--- src/rtl/mips_ctrl_pkg.sv ---
// Shared definitions for the multicycle MIPS control sequencer:
// FSM state encodings, opcode classes, opcode constants and mux selects.
package mips_ctrl_pkg;

    typedef enum logic [2:0] {
        ST_IDLE   = 3'd0,
        ST_FETCH  = 3'd1,
        ST_DECODE = 3'd2,
        ST_EXEC   = 3'd3,
        ST_MEM    = 3'd4,
        ST_WB     = 3'd5
    } state_e;

    typedef enum logic [2:0] {
        CLS_R       = 3'd0,
        CLS_BR      = 3'd1,
        CLS_J       = 3'd2,
        CLS_IMM     = 3'd3,
        CLS_LD      = 3'd4,
        CLS_ST      = 3'd5,
        CLS_ILLEGAL = 3'd6
    } op_class_e;

    localparam logic [5:0] OP_RTYPE = 6'd0;
    localparam logic [5:0] OP_BCOND = 6'd1;
    localparam logic [5:0] OP_J     = 6'd2;
    localparam logic [5:0] OP_JAL   = 6'd3;
    localparam logic [5:0] OP_BEQ   = 6'd4;
    localparam logic [5:0] OP_BNE   = 6'd5;
    localparam logic [5:0] OP_ADDI  = 6'd8;
    localparam logic [5:0] OP_SLTI  = 6'd10;
    localparam logic [5:0] OP_ANDI  = 6'd12;
    localparam logic [5:0] OP_ORI   = 6'd13;
    localparam logic [5:0] OP_XORI  = 6'd14;
    localparam logic [5:0] OP_LB    = 6'd32;
    localparam logic [5:0] OP_LH    = 6'd33;
    localparam logic [5:0] OP_LW    = 6'd35;
    localparam logic [5:0] OP_SB    = 6'd40;
    localparam logic [5:0] OP_SH    = 6'd41;
    localparam logic [5:0] OP_SW    = 6'd43;

    // ALU B-operand select
    localparam logic [1:0] ALUB_REG   = 2'd0;
    localparam logic [1:0] ALUB_FOUR  = 2'd1;
    localparam logic [1:0] ALUB_IMM   = 2'd2;
    localparam logic [1:0] ALUB_BROFF = 2'd3;

    // PC source select
    localparam logic [1:0] PCSRC_ALU  = 2'd0;
    localparam logic [1:0] PCSRC_BR   = 2'd1;
    localparam logic [1:0] PCSRC_JUMP = 2'd2;

    // Access size code for loads/stores: byte=01, half=10, word=11.
    // The low two opcode bits distinguish byte (00), half (01) and word (11).
    function automatic logic [1:0] mem_size(input logic [5:0] op);
        case (op[1:0])
            2'b00:   mem_size = 2'b01;
            2'b01:   mem_size = 2'b10;
            default: mem_size = 2'b11;
        endcase
    endfunction

endpackage

--- src/rtl/opcode_classifier.sv ---
// Combinational opcode -> instruction class decode.
module opcode_classifier
    import mips_ctrl_pkg::*;
(
    input  logic [5:0] opcode_i,
    output logic [2:0] op_class_o
);

    // Map each opcode onto its class; anything unlisted is illegal.
    always_comb begin
        op_class_o = CLS_ILLEGAL;
        case (opcode_i)
            OP_RTYPE:                                 op_class_o = CLS_R;
            OP_BCOND, OP_BEQ, OP_BNE:                 op_class_o = CLS_BR;
            OP_J, OP_JAL:                             op_class_o = CLS_J;
            OP_ADDI, OP_SLTI, OP_ANDI, OP_ORI,
            OP_XORI:                                  op_class_o = CLS_IMM;
            OP_LB, OP_LH, OP_LW:                      op_class_o = CLS_LD;
            OP_SB, OP_SH, OP_SW:                      op_class_o = CLS_ST;
            default:                                  op_class_o = CLS_ILLEGAL;
        endcase
    end

endmodule

--- src/rtl/multicycle_sequencer.sv ---
// Multicycle MIPS control sequencer.
// Optional build macro: MCS_RETIRE_CNT_EN adds a 32-bit retired-instruction counter.
//
// state  | meaning
// IDLE   | stopped, waiting for run
// FETCH  | instruction read in flight, PC+4 on completion
// DECODE | classify opcode, precompute branch target
// EXEC   | ALU operation, branch/jump resolution
// MEM    | load/store access in flight
// WB     | register file write-back
module multicycle_sequencer
    import mips_ctrl_pkg::*;
(
    input  logic       clk,
    input  logic       rst_n,
    input  logic [5:0] opcode,
    input  logic       mem_ready,
    input  logic       run,
    output logic       PCWrite,
    output logic       IRWrite,
    output logic       IorD,
    output logic       RegWrite,
    output logic       RegDst,
    output logic       MemtoReg,
    output logic       ALUSrcA,
    output logic       Branch,
    output logic [1:0] ALUSrcB,
    output logic [1:0] PCSource,
    output logic [1:0] MemRead,
    output logic [1:0] Memwrite,
    output logic [6:0] ALUOP,
    output logic [2:0] state,
    output logic       illegal
`ifdef MCS_RETIRE_CNT_EN
    ,
    output logic [31:0] retired
`endif
);

    state_e     state_q, state_d;
    op_class_e  class_q, class_d;
    logic [5:0] opcode_q, opcode_d;
    logic [2:0] live_class_raw;
    op_class_e  live_class;

    opcode_classifier u_classifier (
        .opcode_i   (opcode),
        .op_class_o (live_class_raw)
    );

    assign live_class = op_class_e'(live_class_raw);
    assign state      = state_q;

    // State, latched class and latched opcode registers.
    always_ff @(posedge clk or negedge rst_n) begin
        if (!rst_n) begin
            state_q  <= ST_IDLE;
            class_q  <= CLS_R;
            opcode_q <= '0;
        end else begin
            state_q  <= state_d;
            class_q  <= class_d;
            opcode_q <= opcode_d;
        end
    end

    // Next-state logic; opcode and class are captured only in DECODE.
    always_comb begin
        state_d  = state_q;
        class_d  = class_q;
        opcode_d = opcode_q;
        case (state_q)
            ST_IDLE: begin
                if (run) state_d = ST_FETCH;
            end
            ST_FETCH: begin
                if (mem_ready)  state_d = ST_DECODE;
                else if (!run)  state_d = ST_IDLE;
            end
            ST_DECODE: begin
                class_d  = live_class;
                opcode_d = opcode;
                state_d  = (live_class == CLS_ILLEGAL) ? ST_FETCH : ST_EXEC;
            end
            ST_EXEC: begin
                case (class_q)
                    CLS_R, CLS_IMM:  state_d = ST_WB;
                    CLS_LD, CLS_ST:  state_d = ST_MEM;
                    default:         state_d = ST_FETCH;
                endcase
            end
            ST_MEM: begin
                if (mem_ready) state_d = (class_q == CLS_LD) ? ST_WB : ST_FETCH;
            end
            ST_WB: begin
                state_d = run ? ST_FETCH : ST_IDLE;
            end
            default: state_d = ST_IDLE;
        endcase
    end

    // Control outputs decoded from the current state and latched class.
    // FETCH completion strobes and the DECODE illegal flag also look at the
    // live handshake/opcode because they must act in that same cycle.
    always_comb begin
        PCWrite  = 1'b0;
        IRWrite  = 1'b0;
        IorD     = 1'b0;
        RegWrite = 1'b0;
        RegDst   = 1'b0;
        MemtoReg = 1'b0;
        ALUSrcA  = 1'b0;
        Branch   = 1'b0;
        ALUSrcB  = ALUB_REG;
        PCSource = PCSRC_ALU;
        MemRead  = 2'b00;
        Memwrite = 2'b00;
        ALUOP    = 7'd0;
        illegal  = 1'b0;
        case (state_q)
            ST_FETCH: begin
                MemRead = 2'b11;
                if (mem_ready) begin
                    IRWrite  = 1'b1;
                    PCWrite  = 1'b1;
                    ALUSrcB  = ALUB_FOUR;
                    PCSource = PCSRC_ALU;
                end
            end
            ST_DECODE: begin
                ALUSrcB = ALUB_BROFF;
                illegal = (live_class == CLS_ILLEGAL);
            end
            ST_EXEC: begin
                ALUSrcA = 1'b1;
                ALUOP   = (class_q == CLS_R) ? 7'd0 : {1'b1, opcode_q};
                case (class_q)
                    CLS_IMM, CLS_LD, CLS_ST: ALUSrcB = ALUB_IMM;
                    default:                 ALUSrcB = ALUB_REG;
                endcase
                if (class_q == CLS_BR) begin
                    Branch   = 1'b1;
                    PCSource = PCSRC_BR;
                end
                if (class_q == CLS_J) begin
                    PCWrite  = 1'b1;
                    PCSource = PCSRC_JUMP;
                    RegWrite = (opcode_q == OP_JAL);
                end
            end
            ST_MEM: begin
                IorD = 1'b1;
                if (class_q == CLS_LD) MemRead  = mem_size(opcode_q);
                if (class_q == CLS_ST) Memwrite = mem_size(opcode_q);
            end
            ST_WB: begin
                RegWrite = 1'b1;
                RegDst   = (class_q == CLS_R);
                MemtoReg = (class_q == CLS_LD);
            end
            default: ;
        endcase
    end

`ifdef MCS_RETIRE_CNT_EN
    logic [31:0] retired_q;
    logic        retire_evt;

    // An instruction retires whenever EXEC, MEM or WB hands back to FETCH/IDLE.
    assign retire_evt = (state_q == ST_EXEC || state_q == ST_MEM || state_q == ST_WB) &&
                        (state_d == ST_FETCH || state_d == ST_IDLE);

    // Retired-instruction counter, wraps naturally.
    always_ff @(posedge clk or negedge rst_n) begin
        if (!rst_n)          retired_q <= '0;
        else if (retire_evt) retired_q <= retired_q + 32'd1;
    end

    assign retired = retired_q;
`endif

endmodule

--- config.mk ---
export PLATFORM = sky130hd
export DESIGN_NAME = multicycle_sequencer
export DESIGN_NICKNAME = d
export VERILOG_FILES = /design/src/rtl/mips_ctrl_pkg.sv /design/src/rtl/opcode_classifier.sv /design/src/rtl/multicycle_sequencer.sv
export SDC_FILE = /design/constraint.sdc
export NUM_CORES = 1
export LEC_CHECK = 0
export CAP_MARGIN = 20
export CORE_ASPECT_RATIO = 2
export CORE_MARGIN = 2
export CORE_UTILIZATION = 30
export CTS_BUF_LIST = sky130_fd_sc_hd__clkbuf_4
export DETAILED_ROUTE_END_ITERATION = 10
export SLEW_MARGIN = 10
export SYNTH_ARGS = -nofsm -noshare
export SYNTH_HDL_FRONTEND = slang
export SYNTH_SLANG_ARGS = --single-unit
--- constraint.sdc ---
create_clock -name clk -period 1.5 [get_ports clk]
set_input_delay 0.3 -clock clk [delete_from_list [all_inputs] [get_ports clk]]
set_output_delay 0.3 -clock clk [all_outputs]
set_load 0.01 [all_outputs]
**Word level (Yosys, flattened, before mapping)**

Memory sizes are Yosys's and may differ from the RTL's.
Cells that the tools add are included.

- Bits in registers: 12
- Bits in read-only memories: 192
- Output and inout port bits: 27
- Logic and storage cells: 62
- Memories: 1

Memories:

| name | depth | bits a word | read ports | clocked after Yosys merged registers in | wr ports | line | source |
|---|---|---|---|---|---|---|---|
| (no name shown) | 64 | 3 | 1 | 0 | 0 | opcode_classifier.sv:12 | `case (opcode_i)` |

- Equality and inequality tests: 16
- Multiplexer cells: 35
- Reduce and logical (&&, ||, !) cells: 7

Operators by type and width:

| kind | number |
|---|---|
| $pmux W3 S6 | 1 |
| $eq A3 B3 Y1 const B | 5 |
| $mux W3 | 5 |
| $mux W1 | 14 |
| $mux W2 | 7 |
| $mux W7 | 2 |
| $eq A3 B2 Y1 const B | 4 |
| $pmux W2 S2 | 2 |
| $eq A3 B1 Y1 const B | 2 |
| $eq A6 B2 Y1 const B | 1 |
| $logic_not A3 Y1 | 2 |
| $pmux W2 S3 | 1 |
| $pmux W3 S2 | 1 |
| $ne A2 B2 Y1 const B | 2 |
| $pmux W1 S2 | 2 |
| $reduce_or A2 Y1 | 2 |
| $ne A3 B3 Y1 const B | 1 |
| $reduce_and A3 Y1 | 1 |
| $reduce_or A3 Y1 | 1 |
| $eq A2 B1 Y1 const B | 1 |
| $logic_not A2 Y1 | 1 |

**Longest topological paths before layout**

- Depth in word-level cells: 4
- Depth in mapped cells: 6

**Modules after synthesis**

A second synthesis with hierarchy kept.

- Cells, all modules: 106
- Area, all modules: 897.1 um^2

Modules (own cells, without submodules):

| module | times used | cells each | area each (um^2) | sequential area each (um^2) |
|---|---|---|---|---|
| multicycle_sequencer | 1 | 91 | 803.3 | 300.3 |
| opcode_classifier | 1 | 15 | 93.8 | 0.0 |

**Worst setup path before layout**

OpenSTA, ideal clock, no wires.

- Path kind: reg2out
- From: register state_q[0] (netlist: state[0])
- To: output port Memwrite[0]
- Data arrival time: 1.277 ns
- Required time: 1.200 ns
- Slack: -0.077 ns
- Cell stages (with the launch flop): 6
- Cell sequence: dfrtp_1 -> buf_6 -> nand2b_1 -> nor2_1 -> nand3_1 -> a21oi_1

- Cells in the longest elaborated chain, start to end: 2

Ends and longest elaborated chain:

| element | line | source |
|---|---|---|
| from (decl) | multicycle_sequencer.sv:40 | `state_e state_q, state_d;` |
| from (signal assigned) | multicycle_sequencer.sv:61 | `state_q <= state_d;` |
| $eq A3 B3 Y1 | multicycle_sequencer.sv:120 | `case (state_q)` |
| $mux W2 | multicycle_sequencer.sv:120 |  |
| to (decl) | multicycle_sequencer.sv:30 | `output logic [1:0] Memwrite,` |

Every way passes these cells.

**Final worst setup path**

- From: register class_q[2]
- To: output port ALUOP[4]

- Cells in the longest elaborated chain, start to end: 3

Ends and longest elaborated chain:

| element | line | source |
|---|---|---|
| from (decl) | multicycle_sequencer.sv:41 | `op_class_e class_q, class_d;` |
| from (signal assigned) | multicycle_sequencer.sv:62 | `class_q <= class_d;` |
| $logic_not A3 Y1 | multicycle_sequencer.sv:136 | `ALUOP = (class_q == CLS_R) ? 7'd0 : {1'b1, opcode_q};` |
| $mux W7 | multicycle_sequencer.sv:136 |  |
| $mux W7 | multicycle_sequencer.sv:120 |  |
| to (decl) | multicycle_sequencer.sv:31 | `output logic [6:0] ALUOP,` |

Every way passes these cells.

==> impl_metrics.toml <==
[sta]
drv_slew = 0
fin_skew_ns = 0.00360
hold_viol = 0
fin_crit_sh = 1.19
slew_headroom = 0.813
finalSetupTns_ns = -5.37
worstMarginPinSlew_ns = 0.279
setup_ws_ns = -0.278
setup_viol = 25
period_minus_slack_ns = 1.78
fmax_mhz = 562
rsz0062_at_grt = "yes"

[die]
die_y_um = 83.7
dieArea_mm2 = 0.00367
fp.coreArea_mm2 = 0.00312
ios = 37
std_cell_rows = 29
initial_core_util = 0.306
dieWidth_um = 43.9

[synth]
yosysWarnings = 0
synth_cells = 120
yosys_register_bits = 12
ys_seq_area_frac = 0.315
syn_nets = 130
avgSynthCellArea_um2 = 7.95
synth.distinct_cells = 39
yosysTopAreaCellShare = 0.315
synth_largest_area_cell = "dfrtp_1"
yosys-top-cells-area = "dfrtp_1, nand2_1, buf_6, a21oi_1, nor2b_1"
syn-cell-area_um2 = 953

[critical_path]
required_ns = 1.20
arrival_ns = 1.48
cp-end-kind = "primary output"
critPathKind = "flip-flop to primary output"
worstPathMaxFanout = 5
startpoint_type = "flip-flop"

[clock_tree]
cts.path.max_buffers = 2
h-tree-depth = 1
holdBufCountCts = 0
cts_root_buf = "clkbuf_4"
clk_pin_slew_ns = 0.08
clock_latency_ns = 0.27
numCtsBuffers = 3
cts_tree = "yes"
clock-sinks = 12

[grt]
grt_max_degree = 13
grt_pass1_vias = 1223
track_usage = 0.194
grt_pass1_wl_mm = 5.48
gr-total-overflow = 0
antenna_found_initial = 0

[outcome]
violations = "setup timing"
status = "finished with violations"

[power_and_ir_drop]
peakVddDrop_v = 0.000700
power_leakage_nw = 0.965
power.density_mw_per_mm2 = 1490

[drt]
drc = 0
avgRoutedWirePerCell_um = 15.5
first_pass_iters = 4
drt_iter0_drc = 12
ant_nets = 0
vias = 1244
drt-total-wl_mm = 3.73
vias_per_cell = 5.18

[place]
dp_hpwl_mm = 2.50
io_buffers = 36
place_ws_ns = -0.697
dp_cells = 222
place_congestion = 0.926

[layout]
fin_nets = 220
area_growth_pct = 107
fin_util = 0.632
layout.cells.non_filler = 240
diodes = 0
final_cell_mix = "buf_4, buf_6, nand2_1"
drive_gt1_frac = 0.617
layout_commonest_cell = "buf_4"

[run]
cap_violations = 0

[hold_path]
hold_path_class = "primary input to async pin"
[synthesized netlist by cell type]
| library cell | count |
|---|---|
| a211o_1 | 1 |
| a21o_1 | 2 |
| a21oi_1 | 9 |
| a31oi_1 | 1 |
| a32oi_1 | 1 |
| and2_1 | 4 |
| buf_2 | 1 |
| buf_4 | 1 |
| buf_6 | 5 |
| dfrtp_1 | 12 |
| inv_1 | 7 |
| inv_2 | 1 |
| nand2_1 | 19 |
| nand2b_1 | 4 |
| nand2b_4 | 1 |
| nand3_1 | 5 |
| nand3b_1 | 1 |
| nand3b_4 | 1 |
| nor2_1 | 7 |
| nor2_2 | 1 |
| nor2b_1 | 6 |
| nor3_1 | 6 |
| nor3_2 | 1 |
| nor4_1 | 1 |
| nor4b_1 | 2 |
| nor4b_2 | 1 |
| o211a_1 | 1 |
| o21ai_0 | 4 |
| o21ai_1 | 4 |
| o21bai_1 | 1 |
| o22a_1 | 1 |
| o22ai_1 | 1 |
| o2bb2ai_1 | 1 |
| o31ai_2 | 1 |
| o32a_1 | 1 |
| o32ai_1 | 1 |
| or2_0 | 1 |
| or2_4 | 1 |
| or3_1 | 1 |
[what timing repair did]
action                                  in CTS  in global routing
resized for setup                          153                 30
hold endpoints to repair                     0                  0
cloned                                       0                  0
pin swaps                                   16                 12
endpoints found under the setup margin      27                 29
buffers inserted                            12                  5
[report_power, final]
group          switching, mW  internal [mW]  leakage (nW)
sequential             0.131          0.470         0.142
combinational           1.03           1.11         0.807
clock                  0.109         0.0964        0.0154
total                   1.27           1.67         0.965
[final timing paths]
path / start / slack (ns) / depth (start not counted) / end
max: class_q[2] / -0.28 / 6 / ALUOP[4]
min: rst_n / 0.32 / 2 / opcode_q[2]
max reg2reg: class_q[2] / -0.10 / 6 / state[2]
min reg2reg: opcode_q[3] / 0.57 / 3 / opcode_q[3]
max in group asynchronous: rst_n / 1.00 / 2 / state[2]
min in group clk: opcode[5] / 0.44 / 3 / opcode_q[5]
[layer usage]
layer	vias up	GRT usage	wire [um]
li1	598	-	-
met1	591	0.196	1190
met2	46	0.372	2310
met3	9	0.0130	130
met4	0	0.0854	99
met5	-	0	0
[worst max-delay path, stage by stage (launching register included)]
cell	delay, ns
dfrtp_1	0.42
buf_6	0.13
nor3_4	0.21
buf_6	0.13
nor2_4	0.04
and2_1	0.13
buf_2	0.14
[per-stage QoR]
step	area, um^2	hold slack, ns	total power [mW]
5_1_grt	1970	0.334	3.12
2_1_floorplan	962	0.00441	1.31
3_5_place_dp	1610	0.555	2.12
4_1_cts	1810	0.330	2.61
3_3_place_gp	1610	0.550	2.09
6_report	1970	0.324	2.94
[logic make-up after synthesis]
group                  after synthesis  share of synthesized area
DFF                                 12                      0.315
buffers and inverters               15                      0.104
and+or+nand+nor                     63                      0.375
AOI/OAI and AO/OA                   30                      0.206
[flip-flops by register name, summed over array words and instances (netlist names)]
name,flops
state,3
opcode_q,6
class_q,3
[layout make-up]
class	instances	area (um^2)
repair buffers	92	781
flip-flops and latches	12	304
inverters	8	32.5
clock buffers	3	22.5
multi-input cells	93	791
well taps	31	38.8
fillers	268	1150
clock inverters	1	3.75
Power figures use the tool's default switching activity.
==> patch (config.mk and constraints unchanged) <==
The option `MCS_RETIRE_CNT_EN` is turned on by a define.
--- a/src/rtl/multicycle_sequencer.sv
+++ b/src/rtl/multicycle_sequencer.sv
@@ -8,6 +8,8 @@
 // EXEC   | ALU operation, branch/jump resolution
 // MEM    | load/store access in flight
 // WB     | register file write-back
+`define MCS_RETIRE_CNT_EN
+
 module multicycle_sequencer
     import mips_ctrl_pkg::*;
 (
Function (old outputs only; new: retired): kept (Yosys induction, for registers that start in step).
==> patch against the unedited design <==
  * Sequential power rose to 2.7 times the old value
  * Sequential cell count is 32 higher
  * Maximum frequency decreased by 17%
  * Largest cell class unchanged
  * Worst setup slack lost 0.38 ns
  * Power grew 110%
  * The flow still finishes with violations (setup timing)
  * Final area increased by 130%
  * Wire length grew 120%
  * Die area up 140%
  * Register-to-register slack got worse by 0.47 ns
  * Critical endpoint is now MemRead[1]
  * Non-clock buffer count increased by 86
  * Area after synthesis grew to 2.6 times the old value
  * Critical path type unchanged
==> patch: results <==
<?xml version="1.0" encoding="UTF-8"?>
<metrics>
  <group name="global_route">
    <metric name="grt_use_met1" unit="%">20.0</metric>
    <metric name="gr-usage-all-layers" unit="%">19.9</metric>
    <metric name="grt_pass1_wl" unit="µm">13600</metric>
    <metric name="gr-usage-met2" unit="%">37.8</metric>
    <metric name="met3_usage" unit="%">3.33</metric>
    <metric name="grt_start_max_net_pins" unit="">45</metric>
    <metric name="first_global_vias" unit="">2767</metric>
  </group>
  <group name="pwr">
    <metric name="cell_internal_pwr" unit="µW">3700</metric>
    <metric name="vdd_ir_drop_max" unit="µV">986</metric>
    <metric name="power.static_leakage" unit="µW">0.00237</metric>
  </group>
  <group name="place">
    <metric name="post_place_instance_area" unit="mm²">0.00386</metric>
    <metric name="numPortBuffers" unit="">68</metric>
    <metric name="place_congestion" unit="">0.860</metric>
    <metric name="dp_hpwl" unit="µm">5780</metric>
  </group>
  <group name="setup_path">
    <metric name="critical_path.max_fanout" unit="">3</metric>
    <metric name="maximum_cell_stage_delay_along_the_critical_path" unit="ns">0.44</metric>
    <metric name="timing.critical_path.arrival" unit="ns">1.85</metric>
  </group>
  <group name="synthesis">
    <metric name="synth-seq-area-share" unit="%">44.7</metric>
    <metric name="post_synth_fa_ha_maj_area_fraction" unit="%">0.508</metric>
    <metric name="muxShareOfSynthArea" unit="%">0.915</metric>
    <metric name="post_synth_xor_area_fraction" unit="%">11.4</metric>
    <metric name="ys_types" unit="">41</metric>
    <metric name="syn_nets" unit="">276</metric>
  </group>
  <group name="drt">
    <metric name="viasPerCell" unit="">4.94</metric>
    <metric name="drt_wl_total" unit="µm">8280</metric>
  </group>
  <group name="timing">
    <metric name="relSlewSlack" unit="%">66.6</metric>
    <metric name="postLayoutSetupSlackWorst" unit="ns">-0.655</metric>
    <metric name="final-setup-viol-count" unit="">61</metric>
  </group>
  <group name="status">
    <metric name="outcome" unit="">finished, violations left</metric>
    <metric name="violations" unit="">setup timing</metric>
  </group>
  <group name="layout">
    <metric name="fillers" unit="">728</metric>
    <metric name="final_layout_size_suffix_gt1_share" unit="%">51.3</metric>
    <metric name="largest_register_ff_count" unit="">32</metric>
  </group>
  <group name="min_path">
    <metric name="hold_class" unit="">in -&gt; reg</metric>
  </group>
  <group name="clock_tree">
    <metric name="cts_buffers" unit="">5</metric>
    <metric name="cts_htree_levels" unit="">2</metric>
    <metric name="clock_input_transition_at_the_sequential_cells_of_the_worst_setup_and_hold_paths" unit="ns">0.13</metric>
  </group>
</metrics>
patch: cell count changes after synthesis, moves of 5 or more:
cell and delta:
sky130_fd_sc_hd__nor4_1 +8, sky130_fd_sc_hd__xor2_1 +16, sky130_fd_sc_hd__nand2_1 +22, sky130_fd_sc_hd__and3_1 +10, sky130_fd_sc_hd__nand4_1 +10, sky130_fd_sc_hd__nor3_1 +6
sky130_fd_sc_hd__nand4_2 +6, sky130_fd_sc_hd__a21oi_1 -5, sky130_fd_sc_hd__buf_2 +5, sky130_fd_sc_hd__xnor2_1 +16, sky130_fd_sc_hd__nor2_1 +12, sky130_fd_sc_hd__dfrtp_1 +32
patch: worst min-delay path, stage by stage:
cell and delay [ns]:
sky130_fd_sc_hd__dlygate4sd2_1 0.29, sky130_fd_sc_hd__nand2_1 0.09, sky130_fd_sc_hd__nand2_1 0.05
patch: per-layer routing:
metal | routed length, µm | vias to the layer above
met5 | 0 | -
met3 | 302 | 12
met4 | 192 | 0
met2 | 4890 | 71
li1 | - | 1267
met1 | 2890 | 1293
patch: through the flow:
step	instances	worst slack (ns)	power, µW
2_1_floorplan	265	-0.482	2990
4_1_cts	528	-0.672	6040
3_5_place_dp	496	-0.856	4550
3_3_place_gp	496	-0.779	4530
5_1_grt	535	-0.721	6600
6_report	535	-0.655	6230
patch: power by group through the flow:
stage	logic (µW)	registers, µW	clock network (µW)
6_report	3880	1620	736
5_1_grt	4140	1660	812
4_1_cts	3670	1620	755
3_5_place_dp	2950	1600	0
3_3_place_gp	2930	1600	0
2_1_floorplan	1350	1640	0
patch: what timing repair did:
item                                   4_1_cts  5_1_grt
hold buffers                                 1        0
buffers inserted                            26       17
setup endpoints to repair                   93       78
endpoints found under the hold margin       44        0
cloned                                       2        0
gates resized for setup                    254       49
pin swaps                                   29       18
patch: kinds of logic after synthesis:
| logic type | after synthesis |
|---|---|
| mux | 2 |
| fa+ha+maj | 1 |
| xor+xnor | 32 |
| simple gates | 144 |
| buf+inv | 21 |
| flops | 44 |
| compound gates | 21 |
patch: area by class of cell:
cell class,count,area (µm²),share of cell area [%]
clock buffers,5,37.5,0.837
clock inverters,1,30.0,0.669
inverters,10,45.0,1.00
multi-input cells,201,1630,36.4
flip-flops and latches,44,1100,24.6
well taps,96,120,2.68
repair buffers,178,1520,33.8
patch: final timing paths:
| check | from | endpoint | slack [ns] | depth (start not counted) |
|---|---|---|---|---|
| max in group asynchronous | rst_n | class_q[0] | 0.83 | 3 |
| min in group asynchronous | rst_n | retired[25] | 0.42 | 3 |
| setup reg to reg | state[2] | retired[28] | -0.57 | 8 |
| setup / recovery | state[2] | MemRead[1] | -0.65 | 4 |
| hold / removal | opcode[2] | opcode_q[2] | 0.38 | 3 |
| hold reg to reg | retired[31] | retired[31] | 0.54 | 2 |
